[config.mk]
export PLATFORM = sky130hd
export DESIGN_NAME = pe_cluster_iact_mcast
export DESIGN_NICKNAME = d
export VERILOG_FILES = /design/src/rtl/pe_cluster_iact_mcast.sv
export SDC_FILE = /design/constraint.sdc
export NUM_CORES = 1
export LEC_CHECK = 0
export BUFFER_PORTS_ARGS = -buffer_cell sky130_fd_sc_hd__buf_2
export CELL_PAD_IN_SITES_DETAIL_PLACEMENT = 0
export CELL_PAD_IN_SITES_GLOBAL_PLACEMENT = 2
export CORE_MARGIN = 2
export CORE_UTILIZATION = 35
export CTS_BUF_LIST = sky130_fd_sc_hd__clkbuf_8
export DETAILED_ROUTE_END_ITERATION = 8
export PLACE_DENSITY_LB_ADDON = 0.1
export SLEW_MARGIN = 20
export SYNTH_ARGS = -nofsm -noshare
export SYNTH_HDL_FRONTEND = slang
export SYNTH_SLANG_ARGS = --single-unit
[constraint.sdc]
create_clock -name clk -period 8.4 [get_ports clk]
set_input_delay 0.42 -clock clk [delete_from_list [all_inputs] [get_ports clk]]
set_output_delay 0.42 -clock clk [all_outputs]
set_load 0.02 [all_outputs]
[src/rtl/pe_cluster_iact_mcast.sv]
// Iact multicast distributor: per-channel beat hold with per-PE delivery.
// Ports: clk/rst, conf_* map writes, in_* channel beats, pe_* PE beats,
//   busy (any channel delivering), cfg_err, drop_cnt (unmatched beats).
module pe_cluster_iact_mcast #(
   parameter int NUM_CH     = 3,
   parameter int NUM_PE     = 12,
   parameter int DATA_WIDTH = 24,
   parameter int SET_WIDTH  = 2,
   parameter int CH_W       = (NUM_CH > 1) ? $clog2(NUM_CH) : 1,
   parameter int PE_W       = (NUM_PE > 1) ? $clog2(NUM_PE) : 1,
   parameter int CFG_W      = 1 + CH_W + SET_WIDTH
) (
   input  logic                           clk,
   input  logic                           rst,
   input  logic                           conf_rst,
   input  logic                           conf_en,
   input  logic [PE_W-1:0]                conf_addr,
   input  logic [CFG_W-1:0]               conf_data,
   input  logic [NUM_CH-1:0]              in_valid,
   output logic [NUM_CH-1:0]              in_ready,
   input  logic [NUM_CH*DATA_WIDTH-1:0]   in_data,
   input  logic [NUM_CH*SET_WIDTH-1:0]    in_set,
   output logic [NUM_PE-1:0]              pe_valid,
   input  logic [NUM_PE-1:0]              pe_ready,
   output logic [NUM_PE*DATA_WIDTH-1:0]   pe_data,
   output logic                           busy,
   output logic                           cfg_err,
   output logic [15:0]                    drop_cnt
);

   typedef enum logic {S_IDLE = 1'b0, S_DELIVER = 1'b1} state_t;

   logic                  ent_v   [NUM_PE];
   logic [CH_W-1:0]       ent_ch  [NUM_PE];
   logic [SET_WIDTH-1:0]  ent_set [NUM_PE];

   state_t                state_q [NUM_CH];
   state_t                state_d [NUM_CH];
   logic [NUM_PE-1:0]     pend_q  [NUM_CH];
   logic [NUM_PE-1:0]     pend_d  [NUM_CH];
   logic [DATA_WIDTH-1:0] hold_q  [NUM_CH];

   logic [NUM_PE-1:0]     match   [NUM_CH];
   logic [NUM_PE-1:0]     done    [NUM_CH];
   logic [NUM_CH-1:0]     accept;
   logic [NUM_CH-1:0]     drop;
   logic [16:0]           drop_add;
   logic [16:0]           drop_sum;
   logic [15:0]           drop_nxt;

   logic                  conf_v;
   logic [CH_W-1:0]       conf_ch;
   logic [SET_WIDTH-1:0]  conf_set;
   logic                  conf_bad;
   logic                  conf_wr;

   assign conf_v   = conf_data[CFG_W-1];
   assign conf_ch  = conf_data[SET_WIDTH +: CH_W];
   assign conf_set = conf_data[SET_WIDTH-1:0];

   assign conf_bad = busy
                   | (int'(conf_addr) >= NUM_PE)
                   | (int'(conf_ch) >= NUM_CH);
   assign conf_wr  = conf_en & ~conf_rst & ~conf_bad;

   // FSM outputs: in_ready never looks at pe_ready, only registered state.
   always_comb begin
      busy = 1'b0;
      for (int c = 0; c < NUM_CH; c++) begin
         in_ready[c] = (state_q[c] == S_IDLE) & ~conf_rst;
         busy        = busy | (state_q[c] == S_DELIVER);
      end
   end

   assign accept = in_valid & in_ready;

   // done also retires a bit whose PE no longer maps to this channel,
   // so a remap landing on the accept edge cannot strand the channel.
   always_comb begin
      for (int c = 0; c < NUM_CH; c++) begin
         for (int p = 0; p < NUM_PE; p++) begin
            match[c][p] = ent_v[p]
                        & (ent_ch[p] == CH_W'(c))
                        & (ent_set[p] == in_set[c*SET_WIDTH +: SET_WIDTH]);
            done[c][p]  = pe_ready[p]
                        | ~(ent_v[p] & (ent_ch[p] == CH_W'(c)));
         end
         drop[c] = accept[c] & ~(|match[c]);
      end
   end

   // FSM next state
   always_comb begin
      for (int c = 0; c < NUM_CH; c++) begin
         state_d[c] = state_q[c];
         pend_d[c]  = pend_q[c];
         if (conf_rst) begin
            state_d[c] = S_IDLE;
            pend_d[c]  = '0;
         end else begin
            unique case (state_q[c])
               S_IDLE: begin
                  if (accept[c] && (|match[c])) begin
                     state_d[c] = S_DELIVER;
                     pend_d[c]  = match[c];
                  end
               end
               S_DELIVER: begin
                  pend_d[c] = pend_q[c] & ~done[c];
                  if ((pend_q[c] & ~done[c]) == '0) begin
                     state_d[c] = S_IDLE;
                  end
               end
            endcase
         end
      end
   end

   // FSM state register
   always_ff @(posedge clk or posedge rst) begin
      if (rst) begin
         for (int c = 0; c < NUM_CH; c++) begin
            state_q[c] <= S_IDLE;
            pend_q[c]  <= '0;
         end
      end else begin
         for (int c = 0; c < NUM_CH; c++) begin
            state_q[c] <= state_d[c];
            pend_q[c]  <= pend_d[c];
         end
      end
   end

   // Several channels may drop together; add them all, then saturate.
   always_comb begin
      drop_add = '0;
      for (int c = 0; c < NUM_CH; c++) begin
         drop_add = drop_add + 17'(drop[c]);
      end
      drop_sum = {1'b0, drop_cnt} + drop_add;
      drop_nxt = drop_sum[16] ? 16'hFFFF : drop_sum[15:0];
   end

   always_ff @(posedge clk or posedge rst) begin
      if (rst) begin
         for (int c = 0; c < NUM_CH; c++) begin
            hold_q[c] <= '0;
         end
         drop_cnt <= '0;
         cfg_err  <= 1'b0;
      end else begin
         for (int c = 0; c < NUM_CH; c++) begin
            if (accept[c]) begin
               hold_q[c] <= in_data[c*DATA_WIDTH +: DATA_WIDTH];
            end
         end
         drop_cnt <= drop_nxt;
         cfg_err  <= conf_en & ~conf_rst & conf_bad;
      end
   end

   always_ff @(posedge clk or posedge rst) begin
      if (rst) begin
         for (int p = 0; p < NUM_PE; p++) begin
            ent_v[p]   <= 1'b0;
            ent_ch[p]  <= '0;
            ent_set[p] <= '0;
         end
      end else if (conf_rst) begin
         for (int p = 0; p < NUM_PE; p++) begin
            ent_v[p]   <= 1'b0;
            ent_ch[p]  <= '0;
            ent_set[p] <= '0;
         end
      end else if (conf_wr) begin
         ent_v[conf_addr]   <= conf_v;
         ent_ch[conf_addr]  <= conf_ch;
         ent_set[conf_addr] <= conf_set;
      end
   end

   // Each PE listens to exactly one channel, so this is a plain mux.
   always_comb begin
      pe_valid = '0;
      pe_data  = '0;
      for (int p = 0; p < NUM_PE; p++) begin
         if (ent_v[p] && (int'(ent_ch[p]) < NUM_CH)) begin
            pe_valid[p] = pend_q[ent_ch[p]][p];
            pe_data[p*DATA_WIDTH +: DATA_WIDTH] = hold_q[ent_ch[p]];
         end
      end
   end

endmodule
### Yosys cells after proc, flatten, opt, wreduce, memory -nomap -nowiden

Cells that the tools add are included.

| cells by class | value |
|---|---|
| $add $sub $neg | 3 |
| reduce and logical (&&, ||, !) cells | 35 |
| bitwise gates (word level) | 185 |
| mux-type cells | 131 |
| $lt $le $gt $ge | 28 |
| equal/unequal tests | 63 |

Operator list:

| cell | number |
|---|---|
| 24-bit two-way mux | 40 |
| 24-bit binary-select mux with 2-bit select | 12 |
| 12-bit binary-select mux with 2-bit select | 12 |
| 12-bit two-way mux | 10 |
| 1-bit bitwise AND | 81 |
| 2-bit == test | 36 |
| 12-bit case mux with 2 select lines | 3 |
| 24-bit bitwise mux | 2 |
| 1-bit inverter | 44 |
| 1-bit OR | 40 |
| 12-bit bitwise AND | 3 |
| 3-bit greater-or-equal comparator (second input constant) | 12 |
| 12-bit logical NOT | 3 |
| 12-bit inverter | 3 |
| 2-bit inverter with 3-bit output | 12 |
| 12-bit OR reduction | 3 |
| 2-bit by 1-bit == test with 1-bit output (second input constant) | 12 |
| 2-bit == test (second input constant) | 12 |
| 2-bit logical NOT | 12 |
| 2-bit < comparator (second input constant) | 12 |
| 1-bit two-way mux | 24 |
| 11-bit two-way mux | 2 |
| 10-bit two-way mux | 2 |
| 9-bit two-way mux | 2 |
| 24 further kinds | 51 |

| word-level totals | value |
|---|---|
| output and inout port bits | 321 |
| register bits after elaboration | 188 |
| input port bits | 106 |

### Depth between registers and ports, before layout

Gate-level depths: netlist (run 1).

| depth | value |
|---|---|
| depth in word-level cells | 10 |
| gate-level depth with buffers | 18 |

### Worst setup path after synthesis (run 1)

Ideal clock, no wire load.

| path | value |
|---|---|
| path type | input port to flip-flop |
| start point | input conf_rst |
| end point | register drop_cnt[11] |
| library setup time | 142 ps |
| arrival time | 3818 ps |
| slack | 4441 ps |
| required time | 8258 ps |
| stages | 16 |
| cell sequence | clkbuf_1 nor2_1 inv_1 nor2_1 clkbuf_1 nand2_1 fa_1 inv_1 ha_1 fa_1 nand2_1 nor2_1 nand2_1 or3_1 clkbuf_1 nand3_1 |

RTL lines:

| item | line | text |
|---|---|---|
| from (decl) | 15 | `input logic conf_rst,` |
| 1-bit inverter | 70 | `in_ready[c] = (state_q[c] == S_IDLE) & ~conf_rst;` |
| 1-bit bitwise AND | 70 |  |
| named net in_ready[2] | 20 | `output logic [NUM_CH-1:0] in_ready,` |
| 3-bit bitwise AND | 75 | `assign accept = in_valid & in_ready;` |
| 1-bit bitwise AND | 88 | `drop[c] = accept[c] & ~(\|match[c]);` |
| 2-bit by 1-bit adder with 3-bit output | 138 | `drop_add = drop_add + 17'(drop[c]);` |
| 16-bit by 3-bit adder with 17-bit output | 140 | `drop_sum = {1'b0, drop_cnt} + drop_add;` |
| 16-bit two-way mux | 141 | `drop_nxt = drop_sum[16] ? 16'hFFFF : drop_sum[15:0];` |
| named net drop_nxt[11] | 49 | `logic [15:0] drop_nxt;` |
| to (signal assigned) | 157 | `drop_cnt <= drop_nxt;` |
| to (decl) | 28 | `output logic [15:0] drop_cnt` |

The timed path passes the listed nets, and every way through them passes these cells.
A chain may end at the register's enable or synchronous reset.

### Worst setup path in the final report (run 1)

| path | value |
|---|---|
| start point | register ent_ch[0] (netlist name) |
| end point | register drop_cnt[6] |

| on the way | value |
|---|---|
| longest elaborated chain between the ends | 10 |

RTL lines:

| item | line | text |
|---|---|---|
| from (decl) | 34 | `logic [CH_W-1:0] ent_ch [NUM_PE];` |
| from (signal, indexed assignment) | 177 | `ent_ch[conf_addr] <= conf_ch;` |
| 2-bit by 1-bit == test with 1-bit output / 2-bit logical NOT (equally long branches) | 83 | `& (ent_ch[p] == CH_W'(c))` |
| 1-bit bitwise AND | 83 |  |
| 1-bit bitwise AND | 84 | `& (ent_set[p] == in_set[c*SET_WIDTH +: SET_WIDTH]);` |
| 12-bit OR reduction | 88 |  |
| 1-bit inverter | 88 |  |
| 1-bit bitwise AND | 88 |  |
| 1-bit by 1-bit adder with 2-bit output | 138 |  |
| 2-bit by 1-bit adder with 3-bit output (*) | 138 |  |
| 16-bit by 3-bit adder with 17-bit output (*) | 140 |  |
| 16-bit two-way mux (*) | 141 |  |
| named net drop_nxt[6] | 49 |  |

The timed path passes the listed nets; every way through them passes the cells marked *.

==> results.md, run 1 <==
* FILL cells at 5587
* Cell taking the most area after synthesis: dfrtp_1
* Critical path arrival at 5.33 ns
* CTS root buffer: clkbuf_8
* H-tree levels at 4
* Fmax at 0.207 GHz
* Max FO, Critical Path at between 50 and 60
* Global Route Usage Sum at 0.333
* Cell Pwr Density at 124 nW/um2
* Flop pwr share at 0.482
* Fraction of layout cells with a size suffix above 1 at 0.224
* Nets at 2804
* First-pass GRT wire length at ~140000 um
* Port Buffers at 426
* CP Capture Type: flip-flop
* Grt ovf at 0
* Syn Nets at 2595
* Core area at around 53000 um2
* Final TNS setup at 0 ns
* CP Buf/Inv Count at 1
* Clock power frac at 0.265
* Slowest CP cell: dfrtp_2
* Synth warnings at 0
* RSZ-0062 raised after global routing: no
* Actual slew at the worst max-slew pin at 1.09 ns
* Most common cell in the synthesized netlist: nand2_1
* Placer Congestion at between 0.8 and 0.9
* Combinational share of power at 0.253
* Normalized max-slew margin at 0.263
* Sw frac at 0.427
* Psw at 1.15 mW
* Post-synth ARST share at 1.00
* Mapped cell area at about 19000 um2
* Synth Instances at 2485
* Post-route clock period utilization at 0.575
* Die height at 236 um
* # Post-CTS Setup Buffers at 0
* Clk buf depth at 2
* # resized after CTS at 0
* HPWL Detailed at approximately 65000 um
* P_leak at 8.98 nW
* Rows at 84
* Largest net degree at the start of global routing at 132
* Area contributors post-synth: dfrtp_1 (25%), mux2i_1 (17%), and2_1 (10%), o22ai_1 (9.3%), nand2_1 (9.2%)
* CP delay by family, top: simple AND/OR/NAND/NOR gates
* Clock latency on the worst-skew pair at 0.62 ns
* Worst Setup Path Type: reg2reg
* Full die area at 55500 um2
* Drt first pass iters at 7
* Worst EP required at approximately 9 ns
* Maxcap violations at 0
* Count of state elements after synthesis at 188
* Post-CTS Hold Fix Bufs at 39
* DRC errors left at 0
* DRT iter0 DRCs at 1938
* Via density at between 5 and 6
* Most frequent CP cell: nand2_1
* Final Routed Wirelength at between 90000 and 100000 um
* Clock-pin slew on the worst setup and hold paths at 0.14 ns
* Initial antenna violation count at 2
* Post-route minimum period at just under 5 ns
* Internal Power at approximately 1.5 mW
* Post-synth EDFFs at 0
* Avg Cell Area, Syn at 7.56 um2
* Starting density of the core at 0.356
* Die width at approximately 240 um
* Synth top cells by count: nand2_1 (462), mux2i_1 (316), and2_1 (299)
* Netlist cell types at 64
* Setup violators final at 0
* Ports at 427
* Worst Setup Start Kind: flip-flop
* Top FF cell, synth: dfrtp_1
* Final Hold Fails at 0
* CTS Buf Count at 17
* Synth top area share at 0.251
* Max incr delay on CP at 1.11 ns
* Area Overhead vs Synth at 15.9%
* Number of global-route vias before repair at between 15000 and 20000
* Drt wl/cell at 27.8 um
* Status: finished clean
* Seq/Total Area, Yosys at 0.251
* Maximum vdd ir drop at 0.000119 V
* Clock sinks at 188
* Max Slew Vio Count at 0
* Antenna-violating nets left at 0
* Via Count at 19800
* Layout Skew at 0.0285 ns
* Hold WC Path Type: in2reg
* Clock tree from TritonCTS: done
* Crit-path cells: nand3b_1 > or2_2 > o221ai_1 > nor4_2 > o2111a_1 > nand2_1 > fa_1 > inv_1 > ha_1 > fa_1 > nand2_1 > nor2_1 > nand2_1 > or3_1 > o21ai_0
* Final Core Density at 0.413
## logic make-up (layout without fill, tap and decap cells)
family,count (synthesis),after routing,share of synthesized area
adders and majority gates,4,4,0.00346
buffers and inverters,345,567,0.0715
muxes,366,366,0.198
DFF,188,188,0.251
xor gates and xnor gates,78,78,0.0364
and+or+nand+nor,1067,1067,0.287
other,0,4,0
AOI/OAI and AO/OA,437,437,0.153
## registers in the layout, summed over array words and instances, names as in the netlist
register  flops
cfg_err       1
drop_cnt     16
ent_ch       24
ent_set      24
ent_v        12
hold_q       72
pend_q       36
state_q       3
## per-stage QoR
step / total power [mW] / instances / setup slack, ns / hold slack [ns] / instance area (um2)
2_1_floorplan: 1.69 / 2485 / 2.87 / 0.450 / 18800
3_3_place_gp: 1.95 / 3322 / 3.70 / 0.467 / 20900
3_5_place_dp: 1.97 / 3322 / 3.55 / 0.470 / 20900
4_1_cts: 2.69 / 3393 / 3.59 / 0.0000106 / 21700
5_1_grt: 2.83 / 3397 / 3.22 / 0.00787 / 21800
6_report: 2.69 / 3399 / 3.57 / 0.0346 / 21800
## cell type report
type / count / area [um2] / share of cell area
Antenna cell: 4 / 10.0 / 0.000460
Tap cell: 688 / 861 / 0.0395
Timing Repair Buffer: 513 / 2910 / 0.133
Multi-Input combinational cell: 1952 / 12700 / 0.585
Clock buffer: 17 / 234 / 0.0107
Clock inverter: 15 / 194 / 0.00891
Inverter: 22 / 90.1 / 0.00414
Sequential cell: 188 / 4740 / 0.218
## path summary, 6_finish.rpt
kind	start	end	slack, ns	cells past startpoint
max	ent_ch[0]	drop_cnt[6]	3.57	15
min	in_data[20]	hold_q[68]	0.03	2
max reg2reg	ent_ch[0]	drop_cnt[6]	3.57	15
min reg2reg	pend_q[9]	pend_q[9]	0.51	1
max in group asynchronous	rst	ent_ch[4]	6.60	4
min in group asynchronous	rst	cfg_err	0.35	3
## power groups by stage
| stage | Clock [mW] | Sequential [mW] | Combinational, mW |
|---|---|---|---|
| after floorplan | 0 | 1.09 | 0.599 |
| after global placement | 0 | 1.30 | 0.649 |
| after detailed placement | 0 | 1.31 | 0.660 |
| after CTS | 0.728 | 1.29 | 0.676 |
| after global routing | 0.763 | 1.31 | 0.752 |
| final | 0.715 | 1.30 | 0.682 |
## per-layer routing
| metal | vias to the layer above | track usage | routed length (um) |
|---|---|---|---|
| met5 | - | 0 | 0 |
| met3 | 111 | 0.0484 | 5780 |
| met2 | 864 | 0.540 | 44400 |
| li1 | 9090 | - | - |
| met4 | 0 | 0.111 | 2580 |
| met1 | 9734 | 0.453 | 41700 |
## placed cells by master, fill, tap and decap left out, types with 10 or more instances in the layout
| cell | n |
|---|---|
| nand3b_1 | 28 |
| xor2_1 | 51 |
| dfrtp_1 | 164 |
| nor2_1 | 59 |
| nand2b_1 | 20 |
| buf_4 | 46 |
| dlygate4sd3_1 | 40 |
| nand3_1 | 82 |
| and2_1 | 297 |
| nor4_1 | 19 |
| a211oi_1 | 12 |
| mux2_2 | 50 |
| inv_1 | 21 |
| clkbuf_8 | 17 |
| mux2i_1 | 316 |
| a21oi_1 | 51 |
| nor3_1 | 14 |
| buf_2 | 426 |
| or3_1 | 12 |
| xnor2_1 | 27 |
| nand4_1 | 10 |
| o21ai_0 | 26 |
| a221oi_1 | 13 |
| a31oi_1 | 12 |
| dfrtp_2 | 23 |
| nand2_1 | 462 |
| nor2b_1 | 11 |
| o22ai_1 | 280 |
(Power assumes the default switching activity.)
==> run 2, diff against run 1 <==
--- a/config.mk
+++ b/config.mk
@@ -9,7 +9,7 @@
 export CELL_PAD_IN_SITES_DETAIL_PLACEMENT = 0
 export CELL_PAD_IN_SITES_GLOBAL_PLACEMENT = 2
 export CORE_MARGIN = 2
-export CORE_UTILIZATION = 35
+export CORE_UTILIZATION = 29
 export CTS_BUF_LIST = sky130_fd_sc_hd__clkbuf_8
 export DETAILED_ROUTE_END_ITERATION = 8
 export PLACE_DENSITY_LB_ADDON = 0.1
==> constraint.sdc (replaced) <==
create_clock -name clk -period 4.2 [get_ports clk]
set_input_delay 0.21 -clock clk [delete_from_list [all_inputs] [get_ports clk]]
set_output_delay 0.21 -clock clk [all_outputs]
set_load 0.02 [all_outputs]
==> run 2 against run 1 <==
  * Worst hold slack improved by 0.013 ns
  * Highest routed layer is now met5
  * Cell area increased by 4.8%
  * First-iteration DRC count decreased by 8.4%
  * Final cell count increased by 7.4%
  * Global-route usage decreased by 3.6 points
  * Critical endpoint unchanged
  * Via count increased by 1.4%
  * Power increased by 110%
  * Critical path type unchanged
  * Combinational power increased by 110%
  * Count of clock-buffer cells in the layout unchanged
  * Die area increased by 20%
  * Core utilization decreased by 5.8 points
  * Sequential power increased by 96%
==> results.md, run 2 (same netlist as run 1, synthesis figures left out) <==
* Status: finished clean (unchanged)
* CP Buf/Inv Count at 2 (was 1)
* DRC errors left at 0 (unchanged)
* Placer Congestion at 0.954 (was 0.894)
* Slowest CP cell: nor4b_1 (was dfrtp_2)
* DRT iter0 DRCs at 1775 (was 1938)
* Largest regs: hold_q: 72 flops, pend_q: 36 flops (unchanged)
* Maximum vdd ir drop at 0.000245 V (was 0.000119 V)
* Internal Power at 3.38 mW (was 1.54 mW)
* Global Route Usage Sum at 0.296 (was 0.333)
* CTS root buffer: clkbuf_8 (unchanged)
* Hold WC Path Type: in2reg (unchanged)
* Area Overhead vs Synth at 21.5% (was 15.9%)
* Worst EP required at 4.73 ns (was 8.89 ns)
* Post-route clock period utilization at 0.939 (was 0.575)
* Number of global-route vias before repair at 19000 (was 18600)
* Full die area at 66800 um2 (was 55500 um2)
* Cell Pwr Density at 245 nW/um2 (was 124 nW/um2)
* Fmax at 0.253 GHz (was 0.207 GHz)
* Via Count at 20100 (was 19800)
* Clock sinks at 188 (unchanged)
* Max FFs per register at 72 (unchanged)
* Final TNS setup at 0 ns (unchanged)
* Reg2Reg Setup Slack at 0.25 ns (was 3.57 ns)
* Worst Setup SP: ent_ch[22] (was ent_ch[0])
* Final Routed Wirelength at 101000 um (was 94500 um)
* Normalized max-slew margin at 0.290 (was 0.263)
* CTS Buf Count at 17 (unchanged)
* Antenna-violating nets left at 0 (unchanged)
* Die width at 258 um (was 236 um)
* Post-route minimum period at 3.95 ns (was 4.83 ns)
* CP delay by family, top: simple AND/OR/NAND/NOR gates (unchanged)
* Nets at 2890 (was 2804)
* Final Core Density at 0.355 (was 0.413)
* Final hold slack at 0.0480 ns (was 0.0346 ns)
* Flop pwr share at 0.456 (was 0.482)
* Actual slew at the worst max-slew pin at 1.06 ns (was 1.09 ns)
* Ports at 427 (unchanged)
* Met2 Use GR at 0.472 (was 0.540)
* Die height at 258 um (was 236 um)
* Global routing usage on met3 at 0.0393 (was 0.0484)
* Layout Skew at 0.0426 ns (was 0.0285 ns)
* Commonest non-fill, non-tap cell in the layout: nand2_1 (unchanged)
* Clk buf depth at 2 (unchanged)
* Port Buffers at 426 (unchanged)
* Fraction of layout cells with a size suffix above 1 at 0.234 (was 0.224)
* Drt wl/cell at 27.8 um (about the same)
* Worst Setup Start Kind: flip-flop (unchanged)
* Most used routing layer: met2 (unchanged)
* First-pass GRT wire length at 143000 um (was 137000 um)
* Clock tree from TritonCTS: done (unchanged)
* Rows at 93 (was 84)
* Critical path arrival at 4.48 ns (was 5.33 ns)
* Combinational share of power at 0.260 (was 0.253)
* RSZ-0062 raised after global routing: no (unchanged)
* Setup violators final at 0 (unchanged)
* Sw frac at 0.396 (was 0.427)
* Clock power frac at 0.284 (was 0.265)
* H-tree levels at 4 (unchanged)
* Maxcap violations at 0 (unchanged)
* Most frequent CP cell: nand2_1 (unchanged)
* Hold path endpoint: pend_q[20] (was hold_q[68])
* Met1 GRT Util at 0.404 (was 0.453)
* Clock-pin slew on the worst setup and hold paths at 0.12 ns (was 0.14 ns)
* CP Capture Type: flip-flop (unchanged)
* Max FO, Critical Path at 13 (was 55)
* Worst hold start: pe_ready[8] (was in_data[20])
* Via density at 5.50 (was 5.82)
* Worst Setup Path Type: reg2reg (unchanged)
* Grt ovf at 0 (unchanged)
* Crit-path cells: nor2b_1 > nor4b_1 > nor4_1 > nand2_1 > nor2_1 > nand2_1 > fa_1 > inv_1 > ha_1 > fa_1 > nand2_1 > nor2_1 > nand2_1 > or3_1 > buf_4 > o21ai_0 (was nand3b_1 > or2_2 > o221ai_1 > nor4_2 > o2111a_1 > nand2_1 > fa_1 > inv_1 > ha_1 > fa_1 > nand2_1 > nor2_1 > nand2_1 > or3_1 > o21ai_0)
* Core area at 64200 um2 (was 52800 um2)
* Worst R2R End: drop_cnt[6] (unchanged)
* Initial antenna violation count at 4 (was 2)
* Drt first pass iters at 7 (unchanged)
* Max Slew Vio Count at 0 (unchanged)
* Largest net degree at the start of global routing at 81 (was 132)
* Worst r2r src: ent_ch[22] (was ent_ch[0])
* HPWL Detailed at 70600 um (was 64600 um)
* # Post-CTS Setup Buffers at 0 (unchanged)
* Starting density of the core at 0.292 (was 0.356)
* P_leak at 9.42 nW (was 8.98 nW)
* Psw at 2.21 mW (was 1.15 mW)
* Max incr delay on CP at 0.69 ns (was 1.11 ns)
* Hold Path Depth at 4 (was 2)
* Final Hold Fails at 0 (unchanged)
* Most frequent cells in the layout: nand2_1 (462), buf_2 (426), mux2i_1 (316) (unchanged)
* Largest Register: hold_q (unchanged)
* R2R depth at 16 (was 15)
* Clock latency on the worst-skew pair at 0.62 ns (about the same)
run 2: layer usage:
| metal | wire, um | vias up |
|---|---|---|
| li1 | - | 9249 |
| met1 | 45600 | 9856 |
| met2 | 46200 | 826 |
| met3 | 5700 | 146 |
| met4 | 3900 | 2 |
| met5 | 13 | - |
run 2: what timing repair did:
item,CTS,global route
resized for setup,0,3
endpoints found under the hold margin,121,0
hold buffers,82,0
setup endpoints to repair,0,13
run 2: per-stage QoR:
stage | std cells | instance area, um2 | worst slack [ns] | power [mW]
floorplan | 2485 | 18800 | 0.400 | 3.38
global route | 3649 | 22800 | 0.00880 | 5.89
detailed placement | 3534 | 21500 | 0.171 | 3.97
CTS | 3648 | 22800 | 0.205 | 5.64
finish | 3651 | 22800 | 0.255 | 5.59
global placement | 3533 | 21500 | 0.177 | 3.95
run 2: power groups by stage:
stage	registers, mW	clock network (mW)	logic [mW]
after floorplan	2.18	0	1.20
after global placement	2.57	0	1.37
after detailed placement	2.58	0	1.39
after CTS	2.54	1.64	1.46
after global routing	2.60	1.69	1.60
final	2.55	1.58	1.46
run 2: worst max path at each step:
| stage | endpoint | depth (start not counted) |
|---|---|---|
| 6_report | drop_cnt[6] | 16 |
| 4_1_cts | drop_cnt[6] | 16 |
| 3_3_place_gp | drop_cnt[6] | 18 |
| 3_5_place_dp | drop_cnt[6] | 18 |
| 5_1_grt | drop_cnt[6] | 16 |
| 2_1_floorplan | drop_cnt[11] | 15 |
run 2: final cells by class:
class | count | area [um2]
fillers | 6967 | 41400
multi-input cells | 1952 | 12800
flip-flops and latches | 188 | 4730
repair buffers | 599 | 3690
well taps | 855 | 1070
clock inverters | 15 | 235
clock buffers | 17 | 234
inverters | 22 | 86.3
diodes | 3 | 7.51
run 2: tightest hold or removal path: cells and delay by family:
family | cells | cell delay, ns
buffers and inverters | 1 | 0.13
AO/OA/AOI/OAI | 1 | 0.08
AND/OR/NAND/NOR | 2 | 0.19
==> run 3, diff against run 2 <==
--- a/config.mk
+++ b/config.mk
@@ -5,13 +5,13 @@
 export SDC_FILE = /design/constraint.sdc
 export NUM_CORES = 1
 export LEC_CHECK = 0
-export BUFFER_PORTS_ARGS = -buffer_cell sky130_fd_sc_hd__buf_2
 export CELL_PAD_IN_SITES_DETAIL_PLACEMENT = 0
 export CELL_PAD_IN_SITES_GLOBAL_PLACEMENT = 2
 export CORE_MARGIN = 2
-export CORE_UTILIZATION = 29
+export CORE_UTILIZATION = 34
 export CTS_BUF_LIST = sky130_fd_sc_hd__clkbuf_8
 export DETAILED_ROUTE_END_ITERATION = 8
+export DONT_BUFFER_PORTS = 1
 export PLACE_DENSITY_LB_ADDON = 0.1
 export SLEW_MARGIN = 20
 export SYNTH_ARGS = -nofsm -noshare
==> run 3 against run 2 <==
  * Power down 4.9%
  * Wire length is 5.9% lower
  * Count of clock-buffer cells in the layout stayed put
  * Die area fell by 14%
  * Setup slack gained 0.026 ns
  * Critical endpoint is now drop_cnt[14]
  * Critical path depth fell by 1
  * Flip-flop and latch count unchanged
  * Non-clock buffer count fell by 397
  * Combinational power fell by 11%
  * Global-route usage increased by 2.9 points
  * Register-to-register slack better by 0.03 ns
  * Highest routed layer unchanged
==> results.md, run 3 (same netlist as run 1, synthesis figures left out) <==
* Grt ovf at 0 (unchanged)
* Finished Layout Cells at 3106 (was 3651)
* RSZ-0062 raised after global routing: no (unchanged)
* Post-route clock period utilization at 0.933 (was 0.939)
* Slowest CP cell: fa_1 (was nor4b_1)
* Placer Congestion at 0.897 (was 0.954)
* Drt first pass iters at 7 (unchanged)
* Cell Pwr Density at 257 nW/um2 (was 245 nW/um2)
* CTS Buf Count at 17 (unchanged)
* Post-route minimum period at 3.92 ns (was 3.95 ns)
* Final Hold Fails at 0 (unchanged)
* Number of global-route vias before repair at 17000 (was 19000)
* CP Buf/Inv Count at 2 (unchanged)
* DRC errors left at 0 (unchanged)
* Fin area at 20700 um2 (was 22800 um2)
* Setup ws final at 0.280 ns (was 0.255 ns)
* Clock latency on the worst-skew pair at 0.61 ns (was 0.62 ns)
* Core area at 54900 um2 (was 64200 um2)
* Port Buffers at 0 (was 426)
* CP delay by family, top: adder cells (was simple AND/OR/NAND/NOR gates)
* Full die area at 57100 um2 (was 66800 um2)
* Die width at 239 um (was 258 um)
* Setup violators final at 0 (unchanged)
* Hold WC Path Type: in2async (was in2reg)
* Normalized max-slew margin at 0.399 (was 0.290)
* P_leak at 7.31 nW (was 9.42 nW)
* Final Routed Wirelength at 95300 um (was 101000 um)
* Nets at 2493 (was 2890)
* Maxcap violations at 0 (unchanged)
* Crit-path cells: xor2_1 > or4_1 > o311ai_0 > a211oi_1 > o2111a_1 > nand2_1 > fa_1 > inv_1 > ha_1 > fa_1 > nand2_1 > nor2_1 > buf_4 > nand4_1 > mux2_2 (was nor2b_1 > nor4b_1 > nor4_1 > nand2_1 > nor2_1 > nand2_1 > fa_1 > inv_1 > ha_1 > fa_1 > nand2_1 > nor2_1 > nand2_1 > or3_1 > buf_4 > o21ai_0)
* Largest net degree at the start of global routing at 107 (was 81)
* Max incr delay on CP at 0.52 ns (was 0.69 ns)
* H-tree levels at 4 (unchanged)
* Post-DP Area at 19100 um2 (was 21500 um2)
* # placed instances at 2954 (was 3534)
* First-pass GRT wire length at 133000 um (was 143000 um)
* Critical path arrival at 4.41 ns (was 4.48 ns)
* Setup WS pre-CTS at 0.0671 ns (was 0.171 ns)
* Tot Pwr at 5.32 mW (was 5.59 mW)
* Clock-pin slew on the worst setup and hold paths at 0.11 ns (was 0.12 ns)
* FILL cells at 5741 (was 6967)
* Status: finished clean (unchanged)
* Initial antenna violation count at 9 (was 4)
* Worst Setup Start Kind: flip-flop (unchanged)
* DRT iter0 DRCs at 1718 (was 1775)
* Via Count at 18700 (was 20100)
* CTS root buffer: clkbuf_8 (unchanged)
* CP Capture Type: flip-flop (unchanged)
* Largest Register: hold_q (unchanged)
* Area Overhead vs Synth at 10.4% (was 21.5%)
* Most frequent cells in the layout: nand2_1 (461), mux2i_1 (316), and2_1 (297) (was nand2_1 (462), buf_2 (426), mux2i_1 (316))
* # Post-CTS Setup Buffers at 0 (unchanged)
* Antenna-violating nets left at 0 (unchanged)
* Drt wl/cell at 30.7 um (was 27.8 um)
* Clock sinks at 188 (unchanged)
* Worst EP required at 4.69 ns (was 4.73 ns)
* Fraction of layout cells with a size suffix above 1 at 0.0939 (was 0.234)
* Actual slew at the worst max-slew pin at 0.895 ns (was 1.06 ns)
* Final TNS setup at 0 ns (unchanged)
* Clock tree from TritonCTS: done (unchanged)
* Largest regs: hold_q: 72 flops, pend_q: 36 flops (unchanged)
* Max FFs per register at 72 (unchanged)
* Rows at 86 (was 93)
* Max FO, Critical Path at 6 (was 13)
* Fmax at 0.255 GHz (was 0.253 GHz)
* Starting density of the core at 0.342 (was 0.292)
* Max Slew Vio Count at 0 (unchanged)
* Commonest non-fill, non-tap cell in the layout: nand2_1 (unchanged)
* HPWL Detailed at 63100 um (was 70600 um)
* Die height at 239 um (was 258 um)
* Ports at 427 (unchanged)
* Maximum vdd ir drop at 0.000254 V (was 0.000245 V)
* Worst Setup Path Type: reg2reg (unchanged)
* Via density at 6.01 (was 5.50)
* Global Route Usage Sum at 0.325 (was 0.296)
* Layout Skew at 0.0205 ns (was 0.0426 ns)
* Clk buf depth at 2 (unchanged)
[run 3: changes by cell type in the layout (fill, tap and decap cells not counted), moves of 2 or more]
| cell | change |
|---|---|
| diode_2 | +3 |
| bufinv_16 | -3 |
| buf_2 | -426 |
| dlygate4sd3_1 | +31 |
| clkinv_4 | -3 |
| inv_8 | +2 |
| buf_12 | -3 |
| clkinvlp_4 | +5 |
[run 3: power by group]
part | internal (mW) | switching [mW]
registers | 1.96 | 0.628
clock network | 0.548 | 0.874
logic | 0.640 | 0.662
total | 3.15 | 2.16
[run 3: worst paths after layout]
kind                                   start            to  slack (ns)  cells after the start
worst max-delay path             ent_set[16]  drop_cnt[14]        0.28                     15
worst min-delay path                     rst     ent_ch[0]        0.05                      2
worst max register to register   ent_set[16]  drop_cnt[14]        0.28                     15
worst min register to register     pend_q[9]     pend_q[9]        0.50                      1
max in group asynchronous                rst    ent_ch[11]        3.07                      3
min in group clk                conf_addr[3]    ent_ch[23]        0.05                      4
[run 3: area by class of cell]
| type | count | area, um2 | area share |
|---|---|---|---|
| multi-input combinational | 1952 | 12800 | 0.615 |
| sequential | 188 | 4730 | 0.228 |
| timing repair buffer | 202 | 1840 | 0.0888 |
| tap | 704 | 881 | 0.0425 |
| clock buffer | 17 | 234 | 0.0113 |
| clock inverter | 15 | 181 | 0.00875 |
| inverter | 22 | 86.3 | 0.00417 |
| antenna | 6 | 15.0 | 0.000725 |
[run 3: worst reg2reg max path, cell delays in order (launching register included)]
cell and delay [ns]:
dfrtp_1 0.45, xor2_1 0.18, or4_1 0.21, o311ai_0 0.16
a211oi_1 0.33, o2111a_1 0.36, nand2_1 0.15, fa_1 0.52
inv_1 0.05, ha_1 0.24, fa_1 0.44, nand2_1 0.11
nor2_1 0.06, buf_4 0.15, nand4_1 0.09, mux2_2 0.33
[run 3: per-stage QoR]
stage | util | hold WS, ns
final | 0.378 | 0.0451
after global routing | 0.377 | 0.0325
after CTS | 0.377 | 0.00172
after detailed placement | 0.348 | 0.0769
after global placement | 0.348 | 0.0757
after floorplan | - | 0.315
[run 3: timing repair]
| item | in CTS | in global routing |
|---|---|---|
| hold buffers | 114 | 0 |
| resized for setup | 0 | 2 |
| setup endpoints to repair | 0 | 13 |
| hold endpoints to repair | 286 | 0 |
[run 3: per-layer routing]
metal,part of all wire,track usage
met2,0.46,0.511
met3,0.087,0.0841
met5,0.00024,0
met4,0.025,0.101
met1,0.43,0.434
